==> config.mk <==
export PLATFORM = sky130hd
export DESIGN_NAME = logic_op_arbiter_flat
export DESIGN_NICKNAME = d
export VERILOG_FILES = /design/src/rtl/logic_op_arbiter_if.sv /design/src/rtl/logic_op_arbiter.sv /design/src/flat_wrapper.sv
export SDC_FILE = /design/constraint.sdc
export NUM_CORES = 1
export LEC_CHECK = 0
export CORE_MARGIN = 4
export CORE_UTILIZATION = 44
export CTS_BUF_LIST = sky130_fd_sc_hd__clkbuf_8
export CTS_CLUSTER_SIZE = 24
export DETAILED_ROUTE_END_ITERATION = 8
export DONT_BUFFER_PORTS = 1
export GPL_TIMING_DRIVEN = 1
export PLACE_DENSITY = 0.65
export SETUP_SLACK_MARGIN = 0.2
export SKIP_LAST_GASP = 1
export SLEW_MARGIN = 30
export SYNTH_ARGS = -nofsm -noshare
export SYNTH_HDL_FRONTEND = slang
export SYNTH_SLANG_ARGS = --single-unit
==> constraint.sdc <==
create_clock -name clk_i -period 6 [get_ports clk_i]
set_input_delay 1.2 -clock clk_i [delete_from_list [all_inputs] [get_ports clk_i]]
set_output_delay 1.2 -clock clk_i [all_outputs]
set_load 0.02 [all_outputs]
==> src/rtl/logic_op_arbiter_if.sv <==
// Request/response bundle between NREQ requesters, the shared logic unit arbiter
// and its single consumer. Signal names keep the arbiter's _i/_o point of view.
interface logic_op_arbiter_if #(
  parameter int WIDTH = 8,
  parameter int NREQ  = 4
);
  localparam int IDW = (NREQ > 1) ? $clog2(NREQ) : 1;

  // valid/ready: a transfer happens on a rising edge where both are high; the
  // sender holds valid and payload stable until then, and ready never depends
  // on anything the sender drives in the same cycle other than valid itself.
  logic [NREQ-1:0]       req_valid_i;
  logic [NREQ-1:0]       req_ready_o;
  logic [3*NREQ-1:0]     req_op_i;
  logic [WIDTH*NREQ-1:0] req_a_i;
  logic [WIDTH*NREQ-1:0] req_b_i;
  logic                  rsp_valid_o;
  logic                  rsp_ready_i;
  logic [IDW-1:0]        rsp_id_o;
  logic [WIDTH-1:0]      rsp_data_o;
  logic                  rsp_err_o;
  logic                  busy_o;

  modport slave (
    input  req_valid_i, req_op_i, req_a_i, req_b_i, rsp_ready_i,
    output req_ready_o, rsp_valid_o, rsp_id_o, rsp_data_o, rsp_err_o, busy_o
  );

  modport master (
    output req_valid_i, req_op_i, req_a_i, req_b_i, rsp_ready_i,
    input  req_ready_o, rsp_valid_o, rsp_id_o, rsp_data_o, rsp_err_o, busy_o
  );
endinterface

==> src/rtl/logic_op_arbiter.sv <==
// Round-robin arbiter sharing one bitwise logic unit among NREQ requesters,
// with a one-entry registered response slot tagged by requester index.
module logic_op_arbiter #(
  parameter int WIDTH = 8,
  parameter int NREQ  = 4
) (
  input  logic                 clk_i,
  input  logic                 rst_i,
  logic_op_arbiter_if.slave    bus,
  output logic                 dbg_state_o
);
  localparam int IDW = (NREQ > 1) ? $clog2(NREQ) : 1;

  typedef enum logic {S_EMPTY = 1'b0, S_FULL = 1'b1} slot_state_t;

  slot_state_t      state_q, state_d;
  logic [IDW-1:0]   rr_ptr_q, rr_ptr_d;
  logic [IDW-1:0]   id_q, id_d;
  logic [WIDTH-1:0] data_q, data_d;
  logic             err_q, err_d;

  logic             slot_free;
  logic             found;
  logic [IDW-1:0]   gidx;
  logic [IDW-1:0]   idx;
  logic [NREQ-1:0]  grant;
  logic [2:0]       sel_op;
  logic [WIDTH-1:0] sel_a, sel_b;
  logic [WIDTH-1:0] result;
  logic             op_err;

  assign slot_free = (state_q == S_EMPTY) | bus.rsp_ready_i;

  // Rotating priority search; nothing is granted while reset is high.
  always_comb begin
    grant = '0;
    found = 1'b0;
    gidx  = '0;
    idx   = '0;
    if (!rst_i && slot_free) begin
      for (int i = 0; i < NREQ; i++) begin
        idx = IDW'((int'(rr_ptr_q) + i) % NREQ);
        if (!found && bus.req_valid_i[idx]) begin
          found       = 1'b1;
          gidx        = idx;
          grant[idx]  = 1'b1;
        end
      end
    end
  end

  always_comb begin
    sel_op = bus.req_op_i[3*int'(gidx) +: 3];
    sel_a  = bus.req_a_i[WIDTH*int'(gidx) +: WIDTH];
    sel_b  = bus.req_b_i[WIDTH*int'(gidx) +: WIDTH];
    result = '0;
    op_err = 1'b0;
    case (sel_op)
      3'd0:    result = ~sel_a;
      3'd1:    result = sel_a & sel_b;
      3'd2:    result = ~(sel_a & sel_b);
      3'd3:    result = ~(sel_a | sel_b);
      3'd4:    result = sel_a | sel_b;
      3'd5:    result = sel_a ^ sel_b;
      3'd6:    result = ~(sel_a ^ sel_b);
      default: op_err = 1'b1;
    endcase
  end

  // A grant always (re)loads the slot, which covers drain-and-reload without a bubble.
  always_comb begin
    state_d  = state_q;
    rr_ptr_d = rr_ptr_q;
    id_d     = id_q;
    data_d   = data_q;
    err_d    = err_q;
    if (found) begin
      state_d  = S_FULL;
      id_d     = gidx;
      data_d   = result;
      err_d    = op_err;
      rr_ptr_d = IDW'((int'(gidx) + 1) % NREQ);
    end else if (state_q == S_FULL && bus.rsp_ready_i) begin
      state_d = S_EMPTY;
    end
  end

  always_ff @(posedge clk_i) begin
    if (rst_i) begin
      state_q  <= S_EMPTY;
      rr_ptr_q <= '0;
      id_q     <= '0;
      data_q   <= '0;
      err_q    <= 1'b0;
    end else begin
      state_q  <= state_d;
      rr_ptr_q <= rr_ptr_d;
      id_q     <= id_d;
      data_q   <= data_d;
      err_q    <= err_d;
    end
  end

  assign bus.req_ready_o = grant;
  assign bus.rsp_valid_o = (state_q == S_FULL);
  assign bus.rsp_id_o    = id_q;
  assign bus.rsp_data_o  = data_q;
  assign bus.rsp_err_o   = err_q;
  assign bus.busy_o      = (state_q == S_FULL) | (|bus.req_valid_i);
  assign dbg_state_o     = state_q;
endmodule

==> src/flat_wrapper.sv <==
// flat-port wrapper written by rule: the top's interface ports become plain ports
module logic_op_arbiter_flat 
#(
  parameter int WIDTH = 8,
  parameter int NREQ  = 4
)
  (clk_i, rst_i, dbg_state_o, bus_req_valid_i, bus_req_op_i, bus_req_a_i, bus_req_b_i, bus_rsp_ready_i, bus_req_ready_o, bus_rsp_valid_o, bus_rsp_id_o, bus_rsp_data_o, bus_rsp_err_o, bus_busy_o);
  logic_op_arbiter_if #(.WIDTH(WIDTH), .NREQ(NREQ)) bus_i ();
  input  logic clk_i;
  input  logic rst_i;
  output logic dbg_state_o;
  input wire logic [$bits(bus_i.req_valid_i)-1:0] bus_req_valid_i;
  input wire logic [$bits(bus_i.req_op_i)-1:0] bus_req_op_i;
  input wire logic [$bits(bus_i.req_a_i)-1:0] bus_req_a_i;
  input wire logic [$bits(bus_i.req_b_i)-1:0] bus_req_b_i;
  input wire logic [$bits(bus_i.rsp_ready_i)-1:0] bus_rsp_ready_i;
  output wire logic [$bits(bus_i.req_ready_o)-1:0] bus_req_ready_o;
  output wire logic [$bits(bus_i.rsp_valid_o)-1:0] bus_rsp_valid_o;
  output wire logic [$bits(bus_i.rsp_id_o)-1:0] bus_rsp_id_o;
  output wire logic [$bits(bus_i.rsp_data_o)-1:0] bus_rsp_data_o;
  output wire logic [$bits(bus_i.rsp_err_o)-1:0] bus_rsp_err_o;
  output wire logic [$bits(bus_i.busy_o)-1:0] bus_busy_o;
  assign bus_i.req_valid_i = bus_req_valid_i;
  assign bus_i.req_op_i = bus_req_op_i;
  assign bus_i.req_a_i = bus_req_a_i;
  assign bus_i.req_b_i = bus_req_b_i;
  assign bus_i.rsp_ready_i = bus_rsp_ready_i;
  assign bus_req_ready_o = bus_i.req_ready_o;
  assign bus_rsp_valid_o = bus_i.rsp_valid_o;
  assign bus_rsp_id_o = bus_i.rsp_id_o;
  assign bus_rsp_data_o = bus_i.rsp_data_o;
  assign bus_rsp_err_o = bus_i.rsp_err_o;
  assign bus_busy_o = bus_i.busy_o;
  logic_op_arbiter #(.WIDTH(WIDTH), .NREQ(NREQ)) u_core (.clk_i(clk_i), .rst_i(rst_i), .bus(bus_i), .dbg_state_o(dbg_state_o));
endmodule
## Word level (Yosys, flattened, before mapping)

Index checks and enable logic that the tools add are counted.

| operators by class | value |
|---|---|
| add/sub/neg operators | 4 |
| reductions and logical operators | 17 |
| $mul | 1 |
| eq/ne operators | 6 |
| $lt $le $gt $ge | 8 |
| muxes and demuxes | 41 |
| div/mod/pow operators | 0 |
| bitwise logic cells | 13 |
| shifts and indexed selects | 3 |

Operators by type and width:

| cell | number |
|---|---|
| indexed part select 32 x 6 -> 8 bit | 2 |
| case mux 8 bit (7 select lines) | 1 |
| 2-to-1 mux 4 bit | 8 |
| NOT 8 bit | 4 |
| indexed part select 12 x 32 -> 3 bit | 1 |
| 2-to-1 mux 1 bit | 19 |
| < comparator 2 x 3 -> 1 bit (second input constant) | 4 |
| bitwise OR 4 bit | 3 |
| 2-to-1 mux 2 bit | 5 |
| equality test 3 bit (second input constant) | 3 |
| logical AND 1 bit | 9 |
| AND 8 bit | 1 |
| binary-select mux 1 bit (select 2 bit) | 4 |
| demux 1 bit (select 2 bit) | 4 |
| greater-or-equal comparator 2 x 1 -> 1 bit (second input constant) | 4 |
| bitwise OR 8 bit | 1 |
| XOR 8 bit | 1 |
| OR reduction 7 bit | 1 |
| equality test 3 x 2 -> 1 bit (second input constant) | 2 |
| adder 2 x 1 -> 2 bit (second input constant) | 2 |
| adder 2 bit (second input constant) | 2 |
| logical NOT 1 bit | 4 |
| multiplier 2 x 2 -> 4 bit (first input constant) | 1 |
| OR reduction 4 bit | 1 |
| other kinds (5) | 6 |

| word-level totals | value |
|---|---|
| bits in read-only memories | 0 |
| RAM bits | 0 |
| memories | 0 |
| output and inout port bits | 18 |
| flip-flop bits (word level) | 14 |
| input port bits | 83 |
| word-level logic and storage cells | 98 |
| bits in latches | 0 |

## Longest topological paths before layout

Gate-level depths: netlist of run 1.

| logic depth | value |
|---|---|
| depth after elaboration | 21 |
| mapped depth | 18 |
| gate-level depth less buffers | 14 |

## Worst setup path before layout of run 1

No wires, ideal clock.

| timing path | value |
|---|---|
| path type | input to register |
| start | in bus_req_valid_i[2] |
| end | reg u_core.data_q[0], in the netlist u_core.bus.rsp_data_o[0] |
| buffers on the path | 4 |
| slack | 1.599 ns |
| required time | 5.878 ns |
| arrival | 4.280 ns |
| library setup time | 0.122 ns |
| stages | 15 |
| cells stage by stage | mux4_2 nor2b_4 o21ai_4 a21oi_4 buf_8 buf_12 buf_4 buf_2 mux2i_1 mux2_2 inv_1 ha_1 mux2i_1 a221o_1 a221o_1 |

| on the way | value |
|---|---|
| longest elaborated chain between the ends | 20 |

RTL lines:

| item | RTL line | RTL |
|---|---|---|
| start, declared | flat_wrapper.sv:12 | `input wire logic [$bits(bus_i.req_valid_i)-1:0] bus_req_valid_i;` |
| binary-select mux 1 bit (select 2 bit) | logic_op_arbiter.sv:43 | `if (!found && bus.req_valid_i[idx]) begin` |
| 2-to-1 mux 1 bit (implied by the code) | logic_op_arbiter.sv:43 |  |
| 2-to-1 mux 1 bit | logic_op_arbiter.sv:43 |  |
| 2-to-1 mux 1 bit | logic_op_arbiter.sv:40 | `if (!rst_i && slot_free) begin` |
| logical NOT 1 bit | logic_op_arbiter.sv:43 |  |
| logical AND 1 bit | logic_op_arbiter.sv:43 |  |
| 2-to-1 mux 1 bit | logic_op_arbiter.sv:43 |  |
| 2-to-1 mux 1 bit | logic_op_arbiter.sv:40 |  |
| [... 4 more ...] | - |  |
| logical NOT 1 bit | logic_op_arbiter.sv:43 |  |
| logical AND 1 bit | logic_op_arbiter.sv:43 |  |
| 2-to-1 mux 2 bit | logic_op_arbiter.sv:43 |  |
| 2-to-1 mux 2 bit | logic_op_arbiter.sv:40 |  |
| multiplier 2 x 2 -> 4 bit, or another cell as far along | logic_op_arbiter.sv:53 | `sel_op = bus.req_op_i[3*int'(gidx) +: 3];` |
| indexed part select 12 x 32 -> 3 bit, or another cell as far along | logic_op_arbiter.sv:53 |  |
| equality test 3 bit, or another cell as far along | logic_op_arbiter.sv:58 | `case (sel_op)` |
| case mux 8 bit (7 select lines) | logic_op_arbiter.sv:58 |  |
| end signal, assigned | logic_op_arbiter.sv:99 | `data_q <= data_d;` |
| end, declared | logic_op_arbiter.sv:19 | `logic [WIDTH-1:0] data_q, data_d;` |

Several ways; a longest one is shown, not always the timed one. The select of a mux whose other input is x is not followed.
A chain may end at the register's enable or synchronous reset.

## Worst setup path in the final report of run 1

| timing path | value |
|---|---|
| start | reg u_core.rr_ptr_q[1] |
| end | reg u_core.data_q[6], in the netlist u_core.bus.rsp_data_o[6] |

| on the way | value |
|---|---|
| longest elaborated chain between the ends | 20 |

RTL lines:

| item | RTL line | RTL |
|---|---|---|
| start, declared | logic_op_arbiter.sv:17 | `logic [IDW-1:0] rr_ptr_q, rr_ptr_d;` |
| start signal, assigned | logic_op_arbiter.sv:97 | `rr_ptr_q <= rr_ptr_d;` |
| binary-select mux 1 bit (select 2 bit) | logic_op_arbiter.sv:43 |  |
| 2-to-1 mux 1 bit (implied by the code) | logic_op_arbiter.sv:43 |  |
| 2-to-1 mux 1 bit | logic_op_arbiter.sv:43 |  |
| 2-to-1 mux 1 bit | logic_op_arbiter.sv:40 |  |
| logical NOT 1 bit | logic_op_arbiter.sv:43 |  |
| logical AND 1 bit | logic_op_arbiter.sv:43 |  |
| 2-to-1 mux 1 bit | logic_op_arbiter.sv:43 |  |
| 2-to-1 mux 1 bit | logic_op_arbiter.sv:40 |  |
| [... 4 more ...] | - |  |
| logical NOT 1 bit | logic_op_arbiter.sv:43 |  |
| logical AND 1 bit | logic_op_arbiter.sv:43 |  |
| 2-to-1 mux 2 bit | logic_op_arbiter.sv:43 |  |
| 2-to-1 mux 2 bit | logic_op_arbiter.sv:40 |  |
| multiplier 2 x 2 -> 4 bit, or another cell as far along | logic_op_arbiter.sv:53 |  |
| indexed part select 12 x 32 -> 3 bit, or another cell as far along | logic_op_arbiter.sv:53 |  |
| equality test 3 bit, or another cell as far along | logic_op_arbiter.sv:58 |  |
| case mux 8 bit (7 select lines) | logic_op_arbiter.sv:58 |  |

Several ways; a longest one is shown, not always the timed one. The select of a mux whose other input is x is not followed.

==> flow_summary.toml, run 1 <==
[critical_path]
worstPathMaxFanout = 31
critical_path_class = "reg -> reg"
cp.arrival_ns = 4.62
endpoint_kind = "flop"
crit_path_start_kind = "flop"
reg2reg_depth = 12
r2r-end = "u_core.bus.rsp_data_o[6]"
critPathRequiredTime_ns = 6.13
timing.reg2reg.setup_slack_ns = 1.51
r2r_start = "u_core.rr_ptr_q[1]"

[synthesis]
yosys-top-cells-count = "mux2i_1 (52), inv_1 (26), ha_1 (24)"
synth-xor-area-share = 0.0102
synthAdderAreaFrac = 0.117
synth_edf_count = 0
synth_mux_area_frac = 0.361
synth.most_common_cell = "mux2i_1"
syn_avg_cell_area_um2 = 9.39
synth_top_area_cell = "mux2i_1"
synth_area_mm2 = 0.00256
synth_compound_area_frac = 0.236
synth-simple-area-share = 0.0683
synth_area_leaders = "mux2i_1 (20%), ha_1 (12%), dfxtp_1 (11%)"
synth_cell_types = 46
synth_top_area_frac = 0.203
synth_seq_area_share = 0.109
synth_top_family_by_area = "multiplexers"
ys.flop_type = "dfxtp_1"
async_reset_ff_frac = 0
ys_ff_latch = 14
syn_inst = 273
yosys_warnings = 0
synth_nets = 380

[placed_design]
placed_area_mm2 = 0.00255
dp_hpwl_mm = 4.67
gp_congestion = 0.763
portBuffers = 0

[power_and_ir_drop]
p_leak_nw = 1.00
irDropWorstVdd_mv = 0.243
powerDensity_mw_per_mm2 = 448

[routing]
firstDrtPassIters = 4
wl_met1_mm = 2.69
drt_iter0_drc = 102
wl_met2_mm = 2.92
drc = 0
met3WireLength_um = 382
highest_layer = "met4"
num_vias = 2046
detail-route-antenna-nets = 0
wl_per_cell_um = 18.2
viasPerCell = 6.11
wirelength_mm = 6.10

[final_layout]
nets = 371
fin_area_mm2 = 0.00261
area_growth_pct = 1.76
diodes = 0
drive_above_1_share = 0.152
fillCellCount = 568

[clock_network]
post-cts-setup-buffer-count = 0
worstSkewPairLatency_ns = 0.25
clkSlewWorstSetupHoldPaths_ns = 0.06
htree_levels = 1
clock_path_buffers = 2
clock_sinks = 14
holdBufCountCts = 0
numCtsBuffers = 3
cts_tree = "done"
ctsResizeCount = 0
root_buffer = "clkbuf_8"

[min_path]
holdPathStages = 2
hp-start = "u_core.bus.rsp_id_o[1]"
min-delay-path-class = "reg -> reg"
min_to = "u_core.bus.rsp_id_o[1]"

[sta]
rsz0062_at_grt = "false"
finalClockSkew_ns = 0.00505
slew_headroom = 0.369
finalHoldViolations = 0
maxSlewViolCount = 0
clock.fmax_mhz = 223
finalSetupTns_ns = 0
setup_viol = 0
final.min_clock_period_ns = 4.49
period_share = 0.748
tightest_slew_ns = 0.920

[grt]
grt_pass1_wl_mm = 9.94
antenna_found_initial = 0
grt_pass1_vias = 2028
track_usage = 0.166
overflow = 0
grt_max_degree = 32

[floorplan]
die_x_um = 84.3
initial_utilization = 0.460
die_area_mm2 = 0.00711
dieHeight_um = 84.3
core_mm2 = 0.00557
num_rows = 27
pin_count = 101

[run_status]
status = "finished clean"

[run]
maxCapViolCount = 0
-- sequential cells by signal, summed over array words and instances, names as in the netlist --
signal	count
u_core.bus.rsp_data_o	8
u_core.bus.rsp_err_o	1
u_core.bus.rsp_id_o	2
u_core.bus.rsp_valid_o	1
u_core.rr_ptr_q	2
-- layout by cell type (no fill, tap or decap), drive strengths merged --
| master | netlist | routed |
|---|---|---|
| nor3 | 3 | 3 |
| o2111ai | 1 | 1 |
| clkbuf | 2 | 4 |
| a32o | 1 | 1 |
| inv | 26 | 26 |
| a21oi | 20 | 20 |
| a211oi | 7 | 7 |
| and2 | 1 | 1 |
| mux4 | 3 | 3 |
| ha | 24 | 24 |
| o211ai | 9 | 9 |
| a211o | 7 | 7 |
| nand2 | 6 | 6 |
| nor2b | 3 | 3 |
| nand2b | 4 | 4 |
| mux2i | 61 | 61 |
| o311a | 1 | 1 |
| buf | 17 | 5 |
| a21o | 1 | 1 |
| mux2 | 12 | 12 |
| o31ai | 1 | 1 |
| a2111oi | 1 | 1 |
| a221oi | 4 | 4 |
| a22oi | 4 | 4 |
| dfxtp | 14 | 14 |
| o21ai | 4 | 4 |
| nor3b | 1 | 1 |
| nor2 | 17 | 17 |
| a221o | 14 | 14 |
| nor4 | 1 | 1 |
| xnor2 | 3 | 3 |
-- how the worst max path moves through the flow --
stage | end | from | cells after the start | slack [ns]
6_report | u_core.bus.rsp_data_o[6] | u_core.rr_ptr_q[1] | 12 | 1.51
5_1_grt | u_core.bus.rsp_data_o[7] | u_core.rr_ptr_q[1] | 12 | 1.26
4_1_cts | u_core.bus.rsp_data_o[4] | u_core.rr_ptr_q[1] | 12 | 1.48
3_5_place_dp | u_core.bus.rsp_data_o[4] | bus_req_valid_i[2] | 12 | 1.40
3_3_place_gp | u_core.bus.rsp_data_o[6] | bus_req_valid_i[2] | 10 | 1.44
2_1_floorplan | u_core.bus.rsp_data_o[0] | bus_req_valid_i[2] | 15 | 1.60
-- routing by layer --
metal / up-vias / GRT usage
met1: 958 / 0.212
met2: 61 / 0.279
met5: - / 0
li1: 1018 / -
met3: 9 / 0.0471
met4: 0 / 0.0360
-- cell type report --
| cell class | count | area [um^2] | area share |
|---|---|---|---|
| inverter | 26 | 97.6 | 0.0374 |
| clock buffer | 4 | 55.1 | 0.0211 |
| sequential | 14 | 280 | 0.107 |
| timing repair buffer | 5 | 50.0 | 0.0192 |
| tap | 72 | 90.1 | 0.0345 |
| multi-input combinational | 214 | 2040 | 0.780 |
-- power breakdown --
group          switching [mW]  internal (mW)  total (mW)
Combinational           0.462          0.394       0.856
Clock                  0.0359         0.0582      0.0941
Sequential             0.0848          0.135       0.220
-- cells by family (layout without fill, tap and decap cells) --
kind of cell	after synthesis	count (layout)
adders and majority gates	24	24
xor gates and xnor gates	3	3
AOI/OAI and AO/OA	75	75
DFF	14	14
muxes	76	76
buffers and inverters	45	35
and+or+nand+nor	36	36
-- critical path, stage by stage, from the launching register on --
cell and delay (ns):
dfxtp_1 0.60, inv_1 0.19, ha_1 0.45, mux4_2 0.48, nor2b_4 0.25, o21ai_4 0.07
a21oi_4 0.46, buf_12 0.28, mux2i_1 0.37, mux2_4 0.44, mux2i_1 0.12, a221o_1 0.32
a221o_1 0.32
-- metrics by stage --
step	setup WS [ns]	hold slack, ns	utilization	instances	total power [mW]
floorplan	1.60	0.521	-	273	0.970
global placement	1.44	0.564	0.457	331	1.06
detailed placement	1.40	0.563	0.457	331	1.08
CTS	1.48	0.573	0.467	335	1.18
global route	1.26	0.613	0.468	335	1.28
finish	1.51	0.564	0.468	335	1.17
No activity file was read; power rests on OpenSTA's default activity.
==> run 2: changes to the inputs <==
--- a/config.mk
+++ b/config.mk
@@ -12,7 +12,7 @@
 export DETAILED_ROUTE_END_ITERATION = 8
 export DONT_BUFFER_PORTS = 1
 export GPL_TIMING_DRIVEN = 1
-export PLACE_DENSITY = 0.65
+export PLACE_DENSITY = 0.67
 export SETUP_SLACK_MARGIN = 0.2
 export SKIP_LAST_GASP = 1
 export SLEW_MARGIN = 30
==> constraint.sdc (replaced) <==
create_clock -name clk_i -period 3.8 [get_ports clk_i]
set_input_delay 0.76 -clock clk_i [delete_from_list [all_inputs] [get_ports clk_i]]
set_output_delay 0.76 -clock clk_i [all_outputs]
set_load 0.02 [all_outputs]
==> run 2 against run 1 <==
First-iteration DRC count down 17%. Routed wire length up 8.2%. Non-clock buffer count up 24. Die area unchanged. Largest power group unchanged. Sequential cell count unchanged. Global-route usage up 0.31 points. Sequential power up 54%. Register-to-register slack worse by 1.2 ns. Fmax up 29%. Clock power up 58%. Clock-buffer cell count unchanged. Critical path depth up 2.
==> flow_summary.toml, run 2 (synthesis gave the netlist of run 1 again) <==
[floorplan]
die_x_um = 84.3
die_area_mm2 = 0.00711
num_rows = 27
dieHeight_um = 84.3
core_mm2 = 0.00557
initial_utilization = 0.460
pin_count = 101

[routing]
drc = 0
drt_iter0_drc = 85
wirelength_mm = 6.60
wl_per_cell_um = 18.3
num_vias = 2176
viasPerCell = 6.04
detail-route-antenna-nets = 0
firstDrtPassIters = 4

[final_layout]
fillCellCount = 513
area_growth_pct = 19.1
instances_no_fill = 360
final_core_util = 0.548
multiInputGateArea_mm2 = 0.00223
largest_reg_flops = 8
seq_area_um2 = 284
nets = 396
final_cell_mix = "mux2i_1 (47), buf_4 (22), a21oi_1 (19)"
fin_area_mm2 = 0.00305
final_common_cell = "mux2i_1"
diodes = 0
drive_above_1_share = 0.313

[placed_design]
dp.cells = 340
place_ws_ns = 0.147
placed_area_mm2 = 0.00280
gp_congestion = 0.798
portBuffers = 0
dp_hpwl_mm = 4.75

[power_and_ir_drop]
irDropWorstVdd_mv = 0.313
switchingPower_mw = 1.02
powerDensity_mw_per_mm2 = 713
p_leak_nw = 1.18
clkPwrFrac = 0.068
comb_power_share = 0.776
p_sw_frac = 0.470
fin_total_pwr_mw = 2.18
p_int_mw = 1.15
seqPwrFrac = 0.156

[clock_network]
clock_path_buffers = 2
clock_sinks = 14
cts_tree = "done"
worstSkewPairLatency_ns = 0.25
htree_levels = 1
numCtsBuffers = 3
clkSlewWorstSetupHoldPaths_ns = 0.06
root_buffer = "clkbuf_8"
holdBufCountCts = 0

[sta]
finalSetupTns_ns = 0
setup_slack_ns = 0.316
fin_hold_ws_ns = 0.547
finalClockSkew_ns = 0.00234
clock.fmax_mhz = 287
tightest_slew_ns = 0.941
period_share = 0.917
final.min_clock_period_ns = 3.48
rsz0062_at_grt = "false"
slew_headroom = 0.368
maxSlewViolCount = 0
setup_viol = 0
finalHoldViolations = 0

[min_path]
holdPathStages = 2
min-delay-path-class = "reg -> reg"

[grt]
grt_pass1_vias = 1994
grt_max_degree = 26
antenna_found_initial = 0
grt_pass1_wl_mm = 10.0
track_usage = 0.169
overflow = 0

[critical_path]
endpoint_kind = "flop"
worstPathMaxFanout = 12
path_cells = "clkinvlp_4, ha_4, mux4_2, nor2b_4, o21ai_4, a21oi_4, buf_6, clkbuf_16, mux2i_2, mux2i_4, ha_4, mux2i_1, a221o_1, a221o_1"
crit_path_start_kind = "flop"
reg2reg_depth = 14
max_stage_delay_ns = 0.38
cp.arrival_ns = 3.62
critPathRequiredTime_ns = 3.94
crit_slowest_cell = "mux4_2"
critical_path_class = "reg -> reg"

[run_status]
status = "finished clean"

[run]
maxCapViolCount = 0
-- run 2: changes by cell type in the layout (fill, tap and decap cells not counted), moves of 8 or more --
cell | previous run | this run
ha_4 | 0 | 10
inv_2 | 0 | 8
mux2_4 | 2 | 10
ha_1 | 24 | 14
inv_1 | 26 | 17
buf_4 | 4 | 22
-- run 2: routing by layer --
| layer | global-route usage | vias up | wire length (um) |
|---|---|---|---|
| li1 | - | 1061 | - |
| met1 | 0.231 | 1028 | 2940 |
| met2 | 0.267 | 80 | 2980 |
| met3 | 0.0451 | 7 | 631 |
| met4 | 0.0374 | 0 | 51 |
| met5 | 0 | - | 0 |
-- run 2: power groups by stage --
| stage | Clock (mW) | Sequential (mW) | Combinational (mW) |
|---|---|---|---|
| 2_1_floorplan | 0 | 0.330 | 1.33 |
| 3_3_place_gp | 0 | 0.348 | 1.49 |
| 3_5_place_dp | 0 | 0.347 | 1.52 |
| 4_1_cts | 0.152 | 0.344 | 1.57 |
| 5_1_grt | 0.159 | 0.348 | 1.84 |
| 6_report | 0.149 | 0.339 | 1.69 |
-- run 2: path summary, 6_finish.rpt --
kind,from,to,slack (ns)
max reg2reg,u_core.rr_ptr_q[0],u_core.bus.rsp_data_o[4],0.32
max,u_core.rr_ptr_q[0],u_core.bus.rsp_data_o[4],0.32
min,u_core.bus.rsp_id_o[1],u_core.bus.rsp_id_o[1],0.55
min reg2reg,u_core.bus.rsp_id_o[1],u_core.bus.rsp_id_o[1],0.55
-- run 2: critical path, delay by kind of cell (launching register included) --
kind	cells	cell delay, ns
fa+ha+maj	2	0.51
mux	4	0.88
flops	1	0.37
simple gates	1	0.22
buf+inv	3	0.45
compound gates	4	0.94
-- run 2: final cells by class --
| class | instances | area share |
|---|---|---|
| multi-input cells | 215 | 0.732 |
| repair buffers | 29 | 0.0946 |
| flip-flops and latches | 14 | 0.0930 |
| inverters | 26 | 0.0332 |
| well taps | 72 | 0.0295 |
| clock buffers | 4 | 0.0180 |
-- run 2: repair_timing --
action | 4_1_cts | 5_1_grt
gates cloned | 1 | 1
setup endpoints to repair | 5 | 8
setup buffers | 2 | 12
pin swaps | 0 | 2
gates resized for setup | 3 | 6
==> run 3: changes to the inputs <==
--- a/config.mk
+++ b/config.mk
@@ -6,13 +6,13 @@
 export NUM_CORES = 1
 export LEC_CHECK = 0
 export CORE_MARGIN = 4
-export CORE_UTILIZATION = 44
+export CORE_UTILIZATION = 61
 export CTS_BUF_LIST = sky130_fd_sc_hd__clkbuf_8
 export CTS_CLUSTER_SIZE = 24
 export DETAILED_ROUTE_END_ITERATION = 8
 export DONT_BUFFER_PORTS = 1
 export GPL_TIMING_DRIVEN = 1
-export PLACE_DENSITY = 0.67
+export PLACE_DENSITY = 0.86
 export SETUP_SLACK_MARGIN = 0.2
 export SKIP_LAST_GASP = 1
 export SLEW_MARGIN = 30
==> run 3 against run 2 <==
Critical path depth shrank 2. Via count grew 6.3%. Sequential cell count is the same. Total power grew 2.7%. Highest routed layer unchanged. First-iteration DRC count grew to 2.5 times the previous value. Register-to-register slack lost 0.04 ns.
==> flow_summary.toml, run 3 (synthesis gave the netlist of run 1 again) <==
[power_and_ir_drop]
powerDensity_mw_per_mm2 = 732
fin_total_pwr_mw = 2.24
irDropWorstVdd_mv = 0.304
p_leak_nw = 1.19

[clock_network]
clock_path_buffers = 2
clock_sinks = 14
cts_tree = "done"
holdBufCountCts = 0
clkSlewWorstSetupHoldPaths_ns = 0.07
htree_levels = 1
worstSkewPairLatency_ns = 0.26
root_buffer = "clkbuf_8"
numCtsBuffers = 3

[placed_design]
gp_congestion = 0.861
dp.cells = 318
placed_area_mm2 = 0.00276
place_ws_ns = 0.0744
dp_hpwl_mm = 4.76
portBuffers = 0

[critical_path]
critPathRequiredTime_ns = 3.95
crit_path_start_kind = "flop"
path_cells = "buf_4, mux4_2, nor2b_4, o21ai_4, a21oi_4, buf_4, buf_12, mux2i_2, mux2_2, a211oi_1, a221o_1, a221o_1"
worstPathMaxFanout = 15
max_stage_delay_ns = 0.63
cp.arrival_ns = 3.67
critical_path_class = "reg -> reg"
endpoint_kind = "flop"
crit_slowest_cell = "mux4_2"

[routing]
wirelength_mm = 7.26
viasPerCell = 6.86
wl_per_cell_um = 21.5
detail-route-antenna-nets = 0
firstDrtPassIters = 6
drc = 0
num_vias = 2313
drt_iter0_drc = 216

[floorplan]
core_mm2 = 0.00403
initial_utilization = 0.636
die_area_mm2 = 0.00530
die_x_um = 72.8
dieHeight_um = 72.8
num_rows = 23
pin_count = 101

[grt]
antenna_found_initial = 0
grt_pass1_wl_mm = 10.0
grt_pass1_vias = 2075
track_usage = 0.236
grt_max_degree = 32
overflow = 0

[sta]
rsz0062_at_grt = "false"
setup_viol = 0
clock.fmax_mhz = 284
period_share = 0.927
finalClockSkew_ns = 0.00700
finalHoldViolations = 0
tightest_slew_ns = 0.991
maxSlewViolCount = 0
setup_slack_ns = 0.279
slew_headroom = 0.334
final.min_clock_period_ns = 3.52

[final_layout]
fin_area_mm2 = 0.00306
final_common_cell = "mux2i_1"
instances_no_fill = 337
drive_above_1_share = 0.345
final_core_util = 0.759
fillCellCount = 246
diodes = 0
nets = 395
largest_reg_flops = 8
final_cell_mix = "mux2i_1 (36), buf_4 (22), a21oi_1 (19)"
area_growth_pct = 19.3

[run]
maxCapViolCount = 0

[run_status]
status = "finished clean"

[min_path]
min-delay-path-class = "reg -> reg"
-- run 3: changes by cell type in the layout (fill, tap and decap cells not counted) --
cell      before  now
and2_2         1    0
mux2i_4       10   11
buf_8          0    1
buf_6          1    0
and2_1         0    1
mux2i_1       47   36
buf_12         4    2
mux2_4        10   11
mux2i_2        4   14
mux2_2         2    3
clkbuf_4       1    0
-- run 3: cell type report --
cell class / instances / area [um^2] / share of cell area
Multi-Input combinational cell: 217 / 2310 / 0.755
Sequential cell: 14 / 284 / 0.0929
Tap cell: 50 / 62.6 / 0.0205
Timing Repair Buffer: 26 / 245 / 0.0802
Clock buffer: 4 / 55.1 / 0.0180
Inverter: 26 / 101 / 0.0331
-- run 3: per-layer routing --
layer | vias up | GRT usage | wire [um]
met5 | - | 0 | 0
li1 | 1072 | - | -
met2 | 126 | 0.387 | 3520
met3 | 20 | 0.0331 | 682
met4 | 0 | 0.0779 | 200
met1 | 1095 | 0.318 | 2850
-- run 3: power by group --
| group | internal, mW | switching (mW) |
|---|---|---|
| combinational | 0.850 | 0.890 |
| sequential | 0.215 | 0.126 |
| clock | 0.0921 | 0.0640 |
| total | 1.16 | 1.08 |
-- run 3: critical path, delay by kind of cell, from the launching register on --
| family | cells | cell delay (ns) |
|---|---|---|
| flip-flops | 1 | 0.36 |
| AND/OR/NAND/NOR | 1 | 0.23 |
| buffers and inverters | 3 | 0.57 |
| multiplexers | 3 | 1.33 |
| AO/OA/AOI/OAI | 5 | 0.92 |
-- run 3: worst paths after layout --
kind	startpoint	end	slack, ns	cells after the start
worst max-delay path	u_core.rr_ptr_q[0]	u_core.bus.rsp_data_o[3]	0.28	12
worst min register to register	u_core.bus.rsp_id_o[1]	u_core.bus.rsp_id_o[1]	0.55	2
worst max register to register	u_core.rr_ptr_q[0]	u_core.bus.rsp_data_o[3]	0.28	12
worst min-delay path	u_core.bus.rsp_id_o[1]	u_core.bus.rsp_id_o[1]	0.55	2
-- run 3: what timing repair did --
item                                   in CTS  in global routing
cloned                                      0                  4
endpoints found under the hold margin       0                  0
resized for setup                           1                 21
pin swaps                                   0                  1
setup buffers                               2                  9
setup endpoints to repair                   4                  8
-- run 3: metrics by stage --
stage	hold WS (ns)	TNS (ns)
after floorplan	0.521	-0.113
after global placement	0.537	0
after detailed placement	0.543	0
after CTS	0.555	0
after global routing	0.562	0
final	0.551	0
